**src/rtl/apb_bridge_ctrl.sv**
```systemverilog
// apb_bridge_ctrl: control core of an AHB-to-APB bridge.
// Takes one AHB transfer at a time and stalls the master through Hreadyout
// while the transfer runs the APB SETUP/ACCESS sequence.
// Optional feature macro: APB_PREADY_EN adds the Pready input so that slaves
// can stretch ACCESS. When it is undefined, ACCESS always lasts one cycle.
module apb_bridge_ctrl #(
    parameter int         NSLV = 4,
    parameter logic [3:0] BASE = 4'h8
) (
    input  logic            clock,
    input  logic            Hresetn,
    input  logic [1:0]      Htrans,
    input  logic            Hwrite,
    input  logic            Hreadyin,
    input  logic [31:0]     Haddr,
    input  logic [31:0]     Hwdata,
    input  logic [2:0]      Hsize,
    input  logic [2:0]      Hburst,
    input  logic [31:0]     Prdata,
`ifdef APB_PREADY_EN
    input  logic            Pready,
`endif
    output logic            Hreadyout,
    output logic [1:0]      Hresp,
    output logic [31:0]     Hrdata,
    output logic [NSLV-1:0] Pselx,
    output logic            Penable,
    output logic            Pwrite,
    output logic [31:0]     Paddr,
    output logic [31:0]     Pwdata
);

    typedef enum logic [1:0] {
        ST_IDLE   = 2'd0,
        ST_WWAIT  = 2'd1,
        ST_SETUP  = 2'd2,
        ST_ACCESS = 2'd3
    } state_t;

    state_t            r_state;
    state_t            w_next;
    logic              w_valid;
    logic              w_load;
    logic              w_done;
    logic [1:0]        w_idx;
    logic [NSLV-1:0]   w_dec;
    logic              r_hreadyout;
    logic [31:0]       r_hrdata;
    logic [NSLV-1:0]   r_psel;
    logic              r_penable;
    logic              r_pwrite;
    logic [31:0]       r_paddr;
    logic [31:0]       r_pwdata;
    logic              w_unused;

    // Burst and size are irrelevant: every beat is sequenced on its own.
    assign w_unused = ^{Hsize, Hburst};

    // A transfer is taken only in IDLE. In every other state Hreadyout is low,
    // so a compliant master cannot present a new address phase there.
    assign w_valid = Hreadyin && Htrans[1] && (Haddr[31:28] == BASE);
    assign w_load  = (r_state == ST_IDLE) && w_valid;

`ifdef APB_PREADY_EN
    assign w_done = Pready;
`else
    assign w_done = 1'b1;
`endif

    // At the accepting edge the address is still on Haddr and not yet in
    // Paddr, so the slave select is decoded from whichever holds it.
    assign w_idx = w_load ? Haddr[27:26] : r_paddr[27:26];

    // Convert the slave index into a one-hot select.
    always_comb begin
        w_dec        = '0;
        w_dec[w_idx] = 1'b1;
    end

    // Next-state logic for the transfer sequencer.
    always_comb begin
        w_next = r_state;
        case (r_state)
            ST_IDLE:   if (w_valid) w_next = Hwrite ? ST_WWAIT : ST_SETUP;
            ST_WWAIT:  w_next = ST_SETUP;
            ST_SETUP:  w_next = ST_ACCESS;
            ST_ACCESS: if (w_done) w_next = ST_IDLE;
            default:   w_next = ST_IDLE;
        endcase
    end

    // State register.
    always_ff @(posedge clock or negedge Hresetn) begin
        if (!Hresetn) r_state <= ST_IDLE;
        else          r_state <= w_next;
    end

    // Registered outputs. They are decoded from the next state so that they
    // line up with the state register in the same cycle.
    always_ff @(posedge clock or negedge Hresetn) begin
        if (!Hresetn) begin
            r_hreadyout <= 1'b1;
            r_psel      <= '0;
            r_penable   <= 1'b0;
            r_pwrite    <= 1'b0;
            r_paddr     <= '0;
            r_pwdata    <= '0;
            r_hrdata    <= '0;
        end else begin
            r_hreadyout <= (w_next == ST_IDLE);
            r_penable   <= (w_next == ST_ACCESS);
            r_psel      <= (w_next == ST_SETUP || w_next == ST_ACCESS) ? w_dec : '0;
            if (w_load) begin
                r_paddr  <= Haddr;
                r_pwrite <= Hwrite;
            end
            if (r_state == ST_WWAIT)
                r_pwdata <= Hwdata;
            if (r_state == ST_ACCESS && w_done && !r_pwrite)
                r_hrdata <= Prdata;
        end
    end

    assign Hreadyout = r_hreadyout;
    assign Hresp     = 2'b00;
    assign Hrdata    = r_hrdata;
    assign Pselx     = r_psel;
    assign Penable   = r_penable;
    assign Pwrite    = r_pwrite;
    assign Paddr     = r_paddr;
    assign Pwdata    = r_pwdata;

endmodule
```
**config.mk**
```make
export PLATFORM = sky130hd
export DESIGN_NAME = apb_bridge_ctrl
export DESIGN_NICKNAME = d
export VERILOG_FILES = /design/src/rtl/apb_bridge_ctrl.sv
export SDC_FILE = /design/constraint.sdc
export NUM_CORES = 1
export LEC_CHECK = 0
export BUFFER_PORTS_ARGS = -buffer_cell sky130_fd_sc_hd__buf_2
export CORE_ASPECT_RATIO = 0.7
export CORE_MARGIN = 5
export CORE_UTILIZATION = 45
export CTS_CLUSTER_SIZE = 24
export DETAILED_ROUTE_END_ITERATION = 7
export GPL_TIMING_DRIVEN = 0
export PLACE_DENSITY_LB_ADDON = 0.05
export SLEW_MARGIN = 30
export SYNTH_ARGS = -nofsm -noshare
export SYNTH_HDL_FRONTEND = slang
export SYNTH_SLANG_ARGS = --single-unit
export TNS_END_PERCENT = 50
```
**constraint.sdc**
```tcl
create_clock -name clock -period 2.05 [get_ports clock]
set_clock_uncertainty 0.15 [all_clocks]
set_input_delay 0.41 -clock clock [delete_from_list [all_inputs] [get_ports clock]]
set_output_delay 0.41 -clock clock [all_outputs]
set_load 0.02 [all_outputs]
```
==> results of run 1 <==
[Yosys cell counts]
cell | number | area share (%)
sky130_fd_sc_hd__buf_2 | 6 | 0.74
sky130_fd_sc_hd__nand3_1 | 2 | 0.25
sky130_fd_sc_hd__or2_2 | 1 | 0.15
sky130_fd_sc_hd__ha_1 | 5 | 1.5
sky130_fd_sc_hd__mux2_2 | 92 | 26
sky130_fd_sc_hd__or3b_2 | 1 | 0.22
sky130_fd_sc_hd__mux2_1 | 1 | 0.28
sky130_fd_sc_hd__clkbuf_1 | 2 | 0.19
sky130_fd_sc_hd__conb_1 | 1 | 0.093
sky130_fd_sc_hd__dfrtp_1 | 104 | 64
sky130_fd_sc_hd__nor2b_1 | 5 | 0.77
sky130_fd_sc_hd__nand3b_1 | 3 | 0.56
sky130_fd_sc_hd__or3_1 | 2 | 0.31
sky130_fd_sc_hd__a31o_2 | 1 | 0.22
sky130_fd_sc_hd__nor2_1 | 4 | 0.37
sky130_fd_sc_hd__a21oi_1 | 4 | 0.49
sky130_fd_sc_hd__dfstp_2 | 1 | 0.65
sky130_fd_sc_hd__o21ai_0 | 2 | 0.25
sky130_fd_sc_hd__a31oi_1 | 1 | 0.15
sky130_fd_sc_hd__nand2_1 | 1 | 0.093
sky130_fd_sc_hd__and2_1 | 1 | 0.15
sky130_fd_sc_hd__or3b_1 | 1 | 0.22
sky130_fd_sc_hd__and3_1 | 1 | 0.15
sky130_fd_sc_hd__buf_1 | 3 | 0.28
sky130_fd_sc_hd__buf_4 | 2 | 0.37
sky130_fd_sc_hd__inv_1 | 3 | 0.28
sky130_fd_sc_hd__nand2b_1 | 1 | 0.15
sky130_fd_sc_hd__nand4bb_1 | 1 | 0.28
sky130_fd_sc_hd__and4bb_1 | 1 | 0.31
sky130_fd_sc_hd__buf_6 | 2 | 0.56
[worst max-delay path: stages (launching register included)]
cell and delay, ns:
sky130_fd_sc_hd__dfrtp_1 0.42, sky130_fd_sc_hd__inv_1 0.12, sky130_fd_sc_hd__ha_1 0.17, sky130_fd_sc_hd__and3_1 0.17, sky130_fd_sc_hd__buf_6 0.11, sky130_fd_sc_hd__buf_2 0.24
sky130_fd_sc_hd__mux2_2 0.37
[layout make-up]
cell class	count	area, sq um
repair buffers	205	1060
clock inverters	4	28.8
flip-flops and latches	105	2630
inverters	3	11.3
well taps	124	155
fillers	741	3380
plain buffers	15	90.1
clock buffers	12	246
multi-input cells	133	1320
[per-layer routing]
metal,track usage (%),part of all wire (%),wire length (microns),vias up
met1,20.7,40,3680,1307
li1,-,-,-,1322
met2,28.4,48,4470,118
met4,4.82,0.84,78,0
met3,8.54,11,1040,9
met5,0,0,0,-
[repair_timing]
| action | in CTS | in global routing |
|---|---|---|
| endpoints found under the setup margin | 20 | 10 |
| hold endpoints to repair | 54 | 0 |
| gates resized for setup | 2 | 1 |
| hold buffers | 1 | 0 |
[power breakdown]
part	switching [mW]	total (mW)	internal [mW]	leakage (nW)
clock	0.726	1.58	0.858	0.129
combinational	2.08	3.71	1.63	1.46
sequential	0.399	3.34	2.94	1.30
total	3.20	8.63	5.43	2.89
[placed cells by master, fill, tap and decap left out, types with 3 or more instances in the layout]
| cell type | instances |
|---|---|
| sky130_fd_sc_hd__clkbuf_1 | 4 |
| sky130_fd_sc_hd__ha_1 | 5 |
| sky130_fd_sc_hd__buf_2 | 210 |
| sky130_fd_sc_hd__inv_1 | 3 |
| sky130_fd_sc_hd__buf_6 | 3 |
| sky130_fd_sc_hd__clkbuf_16 | 9 |
| sky130_fd_sc_hd__nand3b_1 | 3 |
| sky130_fd_sc_hd__a21oi_1 | 4 |
| sky130_fd_sc_hd__nor2b_1 | 5 |
| sky130_fd_sc_hd__dfrtp_1 | 104 |
| sky130_fd_sc_hd__nor2_1 | 4 |
| sky130_fd_sc_hd__mux2_2 | 92 |
[flip-flops by register name, summed over array words and instances (netlist names)]
register,cells
Hrdata,32
Hreadyout,1
Paddr,32
Penable,1
Pselx,4
Pwdata,32
Pwrite,1
r_state,2
[kinds of logic (layout without fill, tap and decap cells)]
group | count (synthesis) | count (layout) | share of synthesized area, %
other | 1 | 2 | 0.0927
buffers and inverters | 18 | 239 | 2.41
adder cells (fa/ha/maj) | 5 | 5 | 1.55
multiplexers | 93 | 93 | 25.9
AO/OA/AOI/OAI | 8 | 8 | 1.11
flip-flops | 105 | 105 | 65.0
AND/OR/NAND/NOR | 25 | 25 | 3.99
[path summary, 6_finish.rpt]
kind | end | slack (ns) | cells after the start
max reg2reg | Paddr[24]$_DFFE_PN0N_ | 0.17 | 6
min | Hrdata[8]$_DFFE_PN0P_ | 0.14 | 2
min reg2reg | Paddr[31]$_DFFE_PN0N_ | 0.32 | 1
max in group asynchronous | Hreadyout$_DFF_PN1_ | 0.63 | 3
min in group asynchronous | Pwdata[17]$_DFFE_PN0N_ | 0.45 | 2
max | Paddr[24]$_DFFE_PN0N_ | 0.17 | 6
[through the flow]
stage,power [mW],instance area (sq um),cells
2_1_floorplan,5.82,4050,256
5_1_grt,9.23,5540,601
6_report,8.63,5540,601
3_3_place_gp,7.04,5220,583
3_5_place_dp,7.15,5260,584
4_1_cts,8.78,5540,601
==> results.md, run 1 <==
Outcome:
- The run finished with clean final reports.

Min path:
- The class of the worst hold path is input port to flop.
- The hold path startpoint is Prdata[8].

Place:
- The worst setup slack after placement is -0.0112 ns.
- The count of buffers inserted at the top-level ports is 203.
- At the end of routability-driven placement, the weighted congestion stood at 0.718.
- The wire-length estimate of the detail-placed layout is 7210 microns.

Final layout:
- Cells fill 62.1% of the core in the end.
- From synthesis to final layout, the design area changed by 37.0%.
- Of the cells placed in the final design, the portion with a size suffix greater than 1 is 68.6%.
- The count of antenna diodes in the layout is 0.
- The number of nets in the finished design is 585.

Global routing:
- Entering global routing, the biggest net connects 56 pins.
- The global-route wire length before repair is 14600 microns.
- The via count of the first global-routing pass is 2934.
- The final global-route overflow total is 0.
- In the global route stage, overall resource usage came out at 17.4%.
- The initial antenna violation count was 0.

Setup path:
- The critical path capture point type is a flop.
- The most critical setup path has its startpoint at r_state[0]$_DFF_PN0_.
- Data on the critical path is required at its endpoint by 2.12 ns.
- The type of the worst setup path is flop to flop.
- The data arrival time at the worst-slack endpoint is 1.95 ns.
- The startpoint identified for the worst register-to-register timing path is r_state[0]$_DFF_PN0_.
- The maximum fanout along the worst path is 10.
- The category of the worst setup path launch point is a flop.

Logic synthesis:
- The post-synthesis cell area is 0.00405 sq mm.
- During synthesis, Yosys emitted a total of 0 warnings.
- The mean instance size in the synthesized netlist is 15.9 sq um.
- The sequential cell area fraction in the yosys report is 65.0%.
- Counting every instance in the synthesized netlist gives 255.
- After synthesis the netlist holds a flip-flop and latch count of 105.
- The count of unique library cells instantiated by Yosys is 30.

STA:
- Timing would allow up to 0.532 GHz.
- Setup repair after global routing left no endpoint under its margin.
- In the post-route analysis, the smallest setup slack over all paths is 0.171 ns.
- Dividing the final minimum period by the clock period gives 91.7%.
- The sum of negative setup slack is 0 ns.
- The final period demand of the worst path is 1.88 ns.
- Setup violations remaining at the end of the flow were counted as 0.
- On the final layout, the worst hold slack is 0.139 ns.
- Measured against its own limit, the worst slew margin works out to 66.0%.
- The final-report max-slew violation count came to 0.
- At the pin with the least slew margin, the transition time is 0.509 ns.
- The final hold violation count was 0.

Drt:
- Using the TritonRoute via totals, the vias-per-cell ratio works out to 4.59.
- Wires add up to 9270 microns.
- The first-pass iteration count of the detailed router is 3.
- The average wire per cell in the routed design is 15.4 microns.
- The detailed router finished its first iteration with 145 violations.
- The detailed-route via count is 2756.
- For this run, design rule violations remaining after detail routing come to 0.
- The number of nets still failing antenna checks after routing is 0.

Power:
- The leakage power summed over all cells is 2.89 nW.
- The worst-case IR drop observed on VDD is 0.870 mV.
- Dividing total power by cell area gives a power density of 1560 mW/mm^2.

Clock tree:
- In this run the deepest clock path goes through 2 buffers.
- After clock tree synthesis, the clock-pin slew on the worst setup and hold paths is 0.07 ns.
- The clock sink count is 105.
- The clock buffer count from CTS is 9.
- The clock tree root driver cell is sky130_fd_sc_hd__clkbuf_16.
- After clock tree synthesis, the setup repair step added 0 buffers.
- The clock reaches the later pin of the worst-skew pair after 0.34 ns.
- In this run the number of H-tree levels came out at 3.
- TritonCTS built the clock tree.

Floorplan:
- In this run the horizontal extent of the chip is 123 microns.
- The starting density of the core is 45.3%.
- The core box area is 0.00893 sq mm.
- The die covers 0.0110 sq mm.
- In this run the count of I/O pins placed on the die edge is 213.
- The die boundary height is 89.3 microns.
- The floorplan row count is 29.

Flow run:
- The number of max-cap violations is 0.
Note: power is estimated with default switching activity, not from simulation.
==> inputs of run 2 (changes only) <==
--- a/config.mk
+++ b/config.mk
@@ -7,7 +7,7 @@
 export LEC_CHECK = 0
 export BUFFER_PORTS_ARGS = -buffer_cell sky130_fd_sc_hd__buf_2
 export CORE_ASPECT_RATIO = 0.7
-export CORE_MARGIN = 5
+export CORE_MARGIN = 4
 export CORE_UTILIZATION = 45
 export CTS_CLUSTER_SIZE = 24
 export DETAILED_ROUTE_END_ITERATION = 7
==> constraint.sdc (replaced) <==
create_clock -name clock -period 2.05 [get_ports clock]
set_clock_uncertainty 0.15 [all_clocks]
set_input_delay 0.41 -clock clock [delete_from_list [all_inputs] [get_ports clock]]
set_output_delay 0.41 -clock clock [all_outputs]
set_load 0.005 [all_outputs]
==> run 2 against run 1 <==
Non-clock buffer count unchanged. Hold slack got worse by 0.0045 ns. Sequential share of layout area decreased by 0.55 points. Via count fell by 0.15%. Final area grew 1.2%. Die area fell by 3.8%. Critical path type unchanged. Critical endpoint is now Paddr[6]$_DFFE_PN0N_.
==> results.md, run 2 (synthesized netlist as in run 1, its figures left out) <==
Outcome:
- The run finished with clean final reports.

Clock tree:
- The clock network latency to the later pin of the worst-skew pair is 0.34 ns (about the same).
- The clock transition at the register clock pins on the worst setup and hold paths after CTS is 0.06 ns (about the same).
- The number of post-CTS setup repair buffers is 0 (unchanged).
- The clock tree root driver cell is sky130_fd_sc_hd__clkbuf_16.
- The number of buffers on the longest clock path came to 2 (unchanged).
- The clock buffer count from CTS was 9 (unchanged).
- The clock sink count was 105 (unchanged).
- TritonCTS built the clock tree.
- The maximum level of the CTS H-tree is 3 (unchanged).

Drt:
- The first-pass iteration count of the detailed router is 4 (+1).
- The average wire per cell in the routed design is 14.8 microns (-3.7%).
- The total DRC errors in the routed layout is 0 (unchanged).
- The overall routed net length is 8870 microns (-4.3%).
- The violation count after the first detailed-routing iteration is 89 (-39%).
- The detailed-route via count is 2752 (-0.15%).
- The number of nets still failing antenna checks after routing is 0 (unchanged).
- The number of vias per cell after detailed routing is 4.61 (+0.52%).

Setup path:
- Traced cell by cell, the critical path runs through inv_1 -> ha_1 -> and3_1 -> buf_6 -> buf_2 -> mux2_2.
- The data arrival time at the worst-slack endpoint came to 1.92 ns (-0.03 ns).
- In this run the critical register-to-register path is captured at Paddr[6]$_DFFE_PN0N_.
- STA classifies the critical path endpoint as a flop.
- The maximum fanout along the worst path is 10 (unchanged).
- The buffer and inverter count on the worst path was 3 (unchanged).
- The slowest library cell on the worst path is sky130_fd_sc_hd__dfrtp_1.
- In this run the critical register-to-register path is launched from r_state[0]$_DFF_PN0_.
- Broken down by cell family, the worst path's largest delay share belongs to buffers and inverters.
- The category of the worst setup path launch point is a flop.
- The worst reg-to-reg setup slack is 0.21 ns (+0.04 ns).
- The type of the worst setup path is flop to flop.
- The largest stage delay on the critical path was 0.42 ns (about the same).
- The depth of the most critical reg-to-reg path is 6 (unchanged).
- The required time of the critical path is 2.12 ns (about the same).

STA:
- The final hold violation count came to 0 (unchanged).
- Setup repair after global routing left no endpoint under its margin.
- The portion of the clock cycle consumed by the worst path in the final layout is 89.9% (-1.7 points).
- The final-report max-slew violation count is 0 (unchanged).
- The maximum operating frequency is 0.542 GHz (+1.9%).
- The number of setup violations in the final report came to 0 (unchanged).
- The final setup slack of the worst path came to 0.206 ns (+0.0351 ns).
- The final period demand of the worst path is 1.84 ns (-0.0351 ns).
- The sum of negative setup slack came to 0 ns (unchanged).

Power:
- The overall power was 7.96 mW (-7.8%).
- The areal power density over the cells is 1420 mW/mm^2 (-8.8%).
- The maximum vdd ir drop came to 0.716 mV (-18%).
- The leakage power summed over all cells is 2.92 nW (+1.3%).

Min path:
- The worst hold path endpoint is Hrdata[8]$_DFFE_PN0P_.
- The path class of the tightest hold or removal check is input port to flop.
- The hold path startpoint is Prdata[8].
- The worst hold path cell count is 2 (unchanged).

Final layout:
- The top cell types in the final layout, fill and taps aside, are 210 x sky130_fd_sc_hd__buf_2, 104 x sky130_fd_sc_hd__dfrtp_1, 92 x sky130_fd_sc_hd__mux2_2.
- The count of antenna diodes in the layout is 0 (unchanged).
- The number of nets in the finished design is 585 (unchanged).
- Leaving out fill and tap cells, the most frequent cell in the layout is sky130_fd_sc_hd__buf_2.
- The number of filler cells placed in the layout is 687 (-7.3%).
- The synthesis-to-finish area growth is 38.6%.
- The share of post-route cells with drive strength above 1 is 68.8% (+0.21 points).
- The post-route core utilization is 65.1% (+3.0 points).
- The filler-free cell count of the finished design came to 597 (-0.67%).

Place:
- The global placement routability congestion is 0.753 (+4.9%).
- The worst setup slack after placement is -0.00658 ns (+0.00458 ns).
- The detailed placer's ending HPWL is 6950 microns (-3.6%).
- The number of placed instances, taps included is 580 (-0.68%).
- The count of buffers inserted at the top-level ports is 203 (unchanged).

Floorplan:
- The die boundary height is 87.3 microns (-2.2%).
- The number of top-level pins was 213 (unchanged).
- The starting density of the core is 47.0% (+1.6 points).
- The total die area is 0.0106 sq mm (-3.8%).
- The floorplan row count is 28 (-3.4%).
- The core box area is 0.00862 sq mm (-3.4%).
- The die width is 121 microns (-1.6%).

Global routing:
- The global-route wire length before repair is 14200 microns (-2.9%).
- The final global-route overflow total is 0 (unchanged).
- The initial antenna violation count is 0 (unchanged).
- The via count of the first global-routing pass is 2908 (-0.89%).
- The largest net degree at the start of global routing is 58 (+3.6%).
- The global router's overall resource usage is 17.5% (+0.12 points).

Flow run:
- The number of max-cap violations was 0 (unchanged).
[run 2: final cells by class]
| class | count | area [sq um] | area share [%] |
|---|---|---|---|
| multi-input cells | 133 | 1320 | 23.6 |
| inverters | 3 | 11.3 | 0.201 |
| clock buffers | 11 | 243 | 4.33 |
| well taps | 120 | 150 | 2.68 |
| repair buffers | 205 | 1060 | 18.9 |
| clock inverters | 5 | 103 | 1.83 |
| plain buffers | 15 | 90.1 | 1.61 |
| flip-flops and latches | 105 | 2630 | 46.9 |
[run 2: per-stage QoR]
step	area, sq um	hold slack (ns)
2_1_floorplan	4050	-0.0356
3_3_place_gp	5220	0.311
3_5_place_dp	5250	0.230
4_1_cts	5610	0.121
5_1_grt	5610	0.123
6_report	5610	0.135
[run 2: worst max path at each step]
stage                                     from                     end  slack (ns)  cells past startpoint
final                     r_state[0]$_DFF_PN0_    Paddr[6]$_DFFE_PN0N_        0.21                      6
after global routing      r_state[0]$_DFF_PN0_   Hrdata[2]$_DFFE_PN0P_        0.08                      5
after CTS                 r_state[1]$_DFF_PN0_  Pwdata[19]$_DFFE_PN0N_        0.02                      5
after detailed placement  r_state[1]$_DFF_PN0_   Pwdata[7]$_DFFE_PN0N_      -0.007                      5
after global placement                 Hresetn   Hrdata[6]$_DFFE_PN0P_       -0.72                      1
after floorplan           r_state[1]$_DFF_PN0_  Pwdata[10]$_DFFE_PN0N_        0.28                      5
[run 2: where the power goes]
| part | total (mW) | leakage (nW) | switching, mW | internal (mW) |
|---|---|---|---|---|
| combinational | 2.70 | 1.46 | 1.10 | 1.60 |
| sequential | 3.32 | 1.30 | 0.378 | 2.94 |
| clock | 1.94 | 0.166 | 0.714 | 1.22 |
| total | 7.96 | 2.92 | 2.19 | 5.77 |
[run 2: per-layer routing]
layer	up-vias	track usage (%)	routed length, microns
met4	0	6.92	169
met1	1289	19.7	3390
li1	1320	-	-
met5	-	0	0
met2	129	28.5	4210
met3	14	8.90	1090
[run 2: repair_timing]
action | in CTS | in global routing
hold buffers | 1 | 0
pin swaps | 0 | 0
endpoints found under the setup margin | 20 | 10
cloned | 0 | 0
hold endpoints to repair | 47 | 0
gates resized for setup | 2 | 1
==> inputs of run 3 (changes only) <==
--- a/config.mk
+++ b/config.mk
@@ -7,11 +7,11 @@
 export LEC_CHECK = 0
 export BUFFER_PORTS_ARGS = -buffer_cell sky130_fd_sc_hd__buf_2
 export CORE_ASPECT_RATIO = 0.7
-export CORE_MARGIN = 4
 export CORE_UTILIZATION = 45
 export CTS_CLUSTER_SIZE = 24
 export DETAILED_ROUTE_END_ITERATION = 7
 export GPL_TIMING_DRIVEN = 0
+export HOLD_SLACK_MARGIN = 0.08
 export PLACE_DENSITY_LB_ADDON = 0.05
 export SLEW_MARGIN = 30
 export SYNTH_ARGS = -nofsm -noshare
==> run 3 against run 2 <==
Combinational power about the same. Critical endpoint is now Pwdata[16]$_DFFE_PN0N_. Via count increased by 0.51%. Utilization decreased by 0.29 points. Power decreased by 3.1%. Non-clock buffer count unchanged. First-iteration DRC count decreased by 26%. Highest routed layer unchanged. Final cell count unchanged. Routed wire length decreased by 6.0%.
==> results.md, run 3 (synthesized netlist as in run 1, its figures left out) <==
Setup path:
- Traced cell by cell, the critical path runs through inv_1 -> ha_1 -> clkbuf_1 -> buf_2 -> mux2_2.
- The required time of the critical path is 2.12 ns (about the same).
- The data arrival time at the worst-slack endpoint is 1.93 ns (about the same).
- The maximum fanout along the worst path was 10 (unchanged).
- The largest stage delay on the critical path is 0.42 ns (about the same).
- The critical path capture point type is a flop.
- On the critical path, the stage with the largest delay is an instance of sky130_fd_sc_hd__dfrtp_1.
- The category of the worst setup path launch point is a flop.
- By startpoint and endpoint, the worst setup path is classified as flop to flop.

Drt:
- The violation count after the first detailed-routing iteration is 66 (-26%).
- The first-pass iteration count of the detailed router was 4 (unchanged).
- The number of vias per cell after detailed routing is 4.63 (+0.51%).
- The total DRC errors in the routed layout is 0 (unchanged).
- The detailed-route via count is 2766 (+0.51%).
- The overall routed net length came to 8330 microns (-6.0%).
- The average wire per cell in the routed design is 14.0 microns (-6.0%).
- The number of nets still failing antenna checks after routing was 0 (unchanged).

Final layout:
- The area occupied by registers was 0.00263 sq mm (unchanged).
- Leaving out fill and tap cells, the most frequent cells in the layout are 211 x sky130_fd_sc_hd__buf_2, 104 x sky130_fd_sc_hd__dfrtp_1, 92 x sky130_fd_sc_hd__mux2_2.
- The number of filler cells placed in the layout came to 690 (+0.44%).
- The multi-input combinational cell area came to 0.00132 sq mm (unchanged).
- The count of antenna diodes in the layout is 0 (unchanged).
- The share of post-route cells with drive strength above 1 is 68.8% (unchanged).
- The number of nets in the finished design came to 585 (unchanged).
- From synthesis to final layout, the design area changed by 37.4%.
- The commonest non-fill, non-tap cell in the layout is sky130_fd_sc_hd__buf_2.

STA:
- Setup repair after global routing left no endpoint under its margin.
- The final period demand of the worst path is 1.86 ns (+0.0173 ns).
- The final-report max-slew violation count is 0 (unchanged).
- The worst hold-check slack is 0.139 ns (+0.00423 ns).
- The maximum operating frequency was 0.537 GHz (-0.93%).
- The portion of the clock cycle consumed by the worst path in the final layout is 90.8% (+0.84 points).
- The final hold violation count came to 0 (unchanged).
- The sum of negative setup slack was 0 ns (unchanged).
- The number of setup violations in the final report is 0 (unchanged).

Global routing:
- The global router's overall resource usage is 18.5% (+0.96 points).
- The final global-route overflow total was 0 (unchanged).
- The initial antenna violation count is 0 (unchanged).
- The largest net degree at the start of global routing is 56 (-3.4%).
- The global-route wire length before repair came to 12900 microns (-9.1%).
- The via count of the first global-routing pass came to 2716 (-6.6%).

Clock tree:
- The clock network latency to the later pin of the worst-skew pair is 0.34 ns (about the same).
- The number of post-CTS setup repair buffers was 0 (unchanged).
- The maximum level of the CTS H-tree came to 3 (unchanged).
- The clock tree root driver cell is sky130_fd_sc_hd__clkbuf_16.
- The clock sink count is 105 (unchanged).
- The clock buffer count from CTS was 9 (unchanged).
- The number of buffers on the longest clock path was 2 (unchanged).
- The clock transition at the register clock pins on the worst setup and hold paths after CTS is 0.07 ns (about the same).
- The clock tree from TritonCTS is yes.

Power:
- The maximum vdd ir drop is 0.722 mV (+0.88%).
- The areal power density over the cells was 1390 mW/mm^2 (-2.3%).
- The net switching power figure is 2.19 mW (about the same).
- The proportion of power drawn by flip-flops and latches is 43.2% (+1.5 points).
- The leakage power summed over all cells is 2.90 nW (-0.81%).
- The fraction of power consumed by the clock network was 21.7% (-2.6 points).
- The portion of total power attributed to combinational logic was 35.1% (+1.1 points).
- The overall power is 7.72 mW (-3.1%).
- The fraction of power spent switching nets is 28.4% (+0.89 points).
- The internal power component is 5.52 mW (-4.3%).

Outcome:
- The run finished with clean final reports.

Floorplan:
- The number of top-level pins is 213 (unchanged).
- The die width is 115 microns (-4.9%).
- The total die area is 0.00938 sq mm (-11%).
- The die boundary height is 81.3 microns (-6.9%).
- The floorplan row count is 28 (unchanged).
- The starting density of the core is 47.1% (+0.19 points).
- The core box area was 0.00858 sq mm (-0.41%).

Flow run:
- The number of max-cap violations is 0 (unchanged).

Place:
- The global placement routability congestion is 0.737 (-2.2%).
- The detailed placer's ending HPWL was 6450 microns (-7.3%).
- The count of buffers inserted at the top-level ports is 203 (unchanged).

Min path:
- The worst hold path belongs to the class input port to flop.
[run 3: changes by cell type in the layout (fill, tap and decap cells not counted)]
cell	before	now
sky130_fd_sc_hd__bufinv_16	3	1
sky130_fd_sc_hd__buf_2	210	211
sky130_fd_sc_hd__clkbuf_2	1	0
sky130_fd_sc_hd__clkinv_2	1	2
sky130_fd_sc_hd__clkinvlp_4	1	2
[run 3: path summary, 6_finish.rpt]
check	slack, ns	cells after the start	to	startpoint
max in group asynchronous	0.69	3	Pwdata[13]$_DFFE_PN0N_	Hresetn
min in group asynchronous	0.42	2	Paddr[0]$_DFFE_PN0N_	Hresetn
setup / recovery	0.19	5	Pwdata[16]$_DFFE_PN0N_	r_state[1]$_DFF_PN0_
hold / removal	0.14	2	Hrdata[8]$_DFFE_PN0P_	Prdata[8]
setup reg to reg	0.19	5	Pwdata[16]$_DFFE_PN0N_	r_state[1]$_DFF_PN0_
hold reg to reg	0.34	1	Hrdata[8]$_DFFE_PN0P_	Hrdata[8]$_DFFE_PN0P_
[run 3: area by class of cell]
type	instances	share of cell area, %
Sequential cell	105	47.3
Inverter	3	0.202
Multi-Input combinational cell	133	23.8
Buffer	15	1.62
Clock buffer	11	4.36
Clock inverter	5	0.990
Tap cell	120	2.70
Timing Repair Buffer	205	19.1
[run 3: what timing repair did]
| item | CTS | global route |
|---|---|---|
| hold buffers | 1 | 0 |
| setup endpoints to repair | 30 | 0 |
| gates resized for setup | 3 | 0 |
| endpoints found under the hold margin | 49 | 0 |
[run 3: layer usage]
layer | share of wire (%) | vias to the layer above | GRT usage [%]
met4 | 1.4 | 0 | 7.27
met1 | 40 | 1307 | 21.1
met5 | 0 | - | 0
met3 | 10 | 10 | 8.21
met2 | 49 | 125 | 30.7
li1 | - | 1324 | -
[run 3: metrics by stage]
stage | cells | setup slack [ns] | util [%] | area, sq um
floorplan | 256 | 0.283 | - | 4050
global placement | 579 | -0.690 | 60.8 | 5220
detailed placement | 580 | -0.0349 | 61.2 | 5250
CTS | 597 | 0.161 | 64.8 | 5560
global route | 597 | 0.0553 | 64.8 | 5560
finish | 597 | 0.189 | 64.8 | 5560
[run 3: power by group through the flow]
stage	combinational (mW)	clock, mW	sequential, mW
2_1_floorplan	1.40	0	3.46
3_3_place_gp	2.68	0	3.33
3_5_place_dp	2.76	0	3.38
4_1_cts	2.77	1.73	3.34
5_1_grt	3.01	1.80	3.45
6_report	2.71	1.68	3.33
[run 3: critical path, delay by kind of cell (launching register included)]
kind / cells / cell delay [ns]
buffers and inverters: 3 / 0.65
adders and majority gates: 1 / 0.15
muxes: 1 / 0.38
DFF: 1 / 0.42
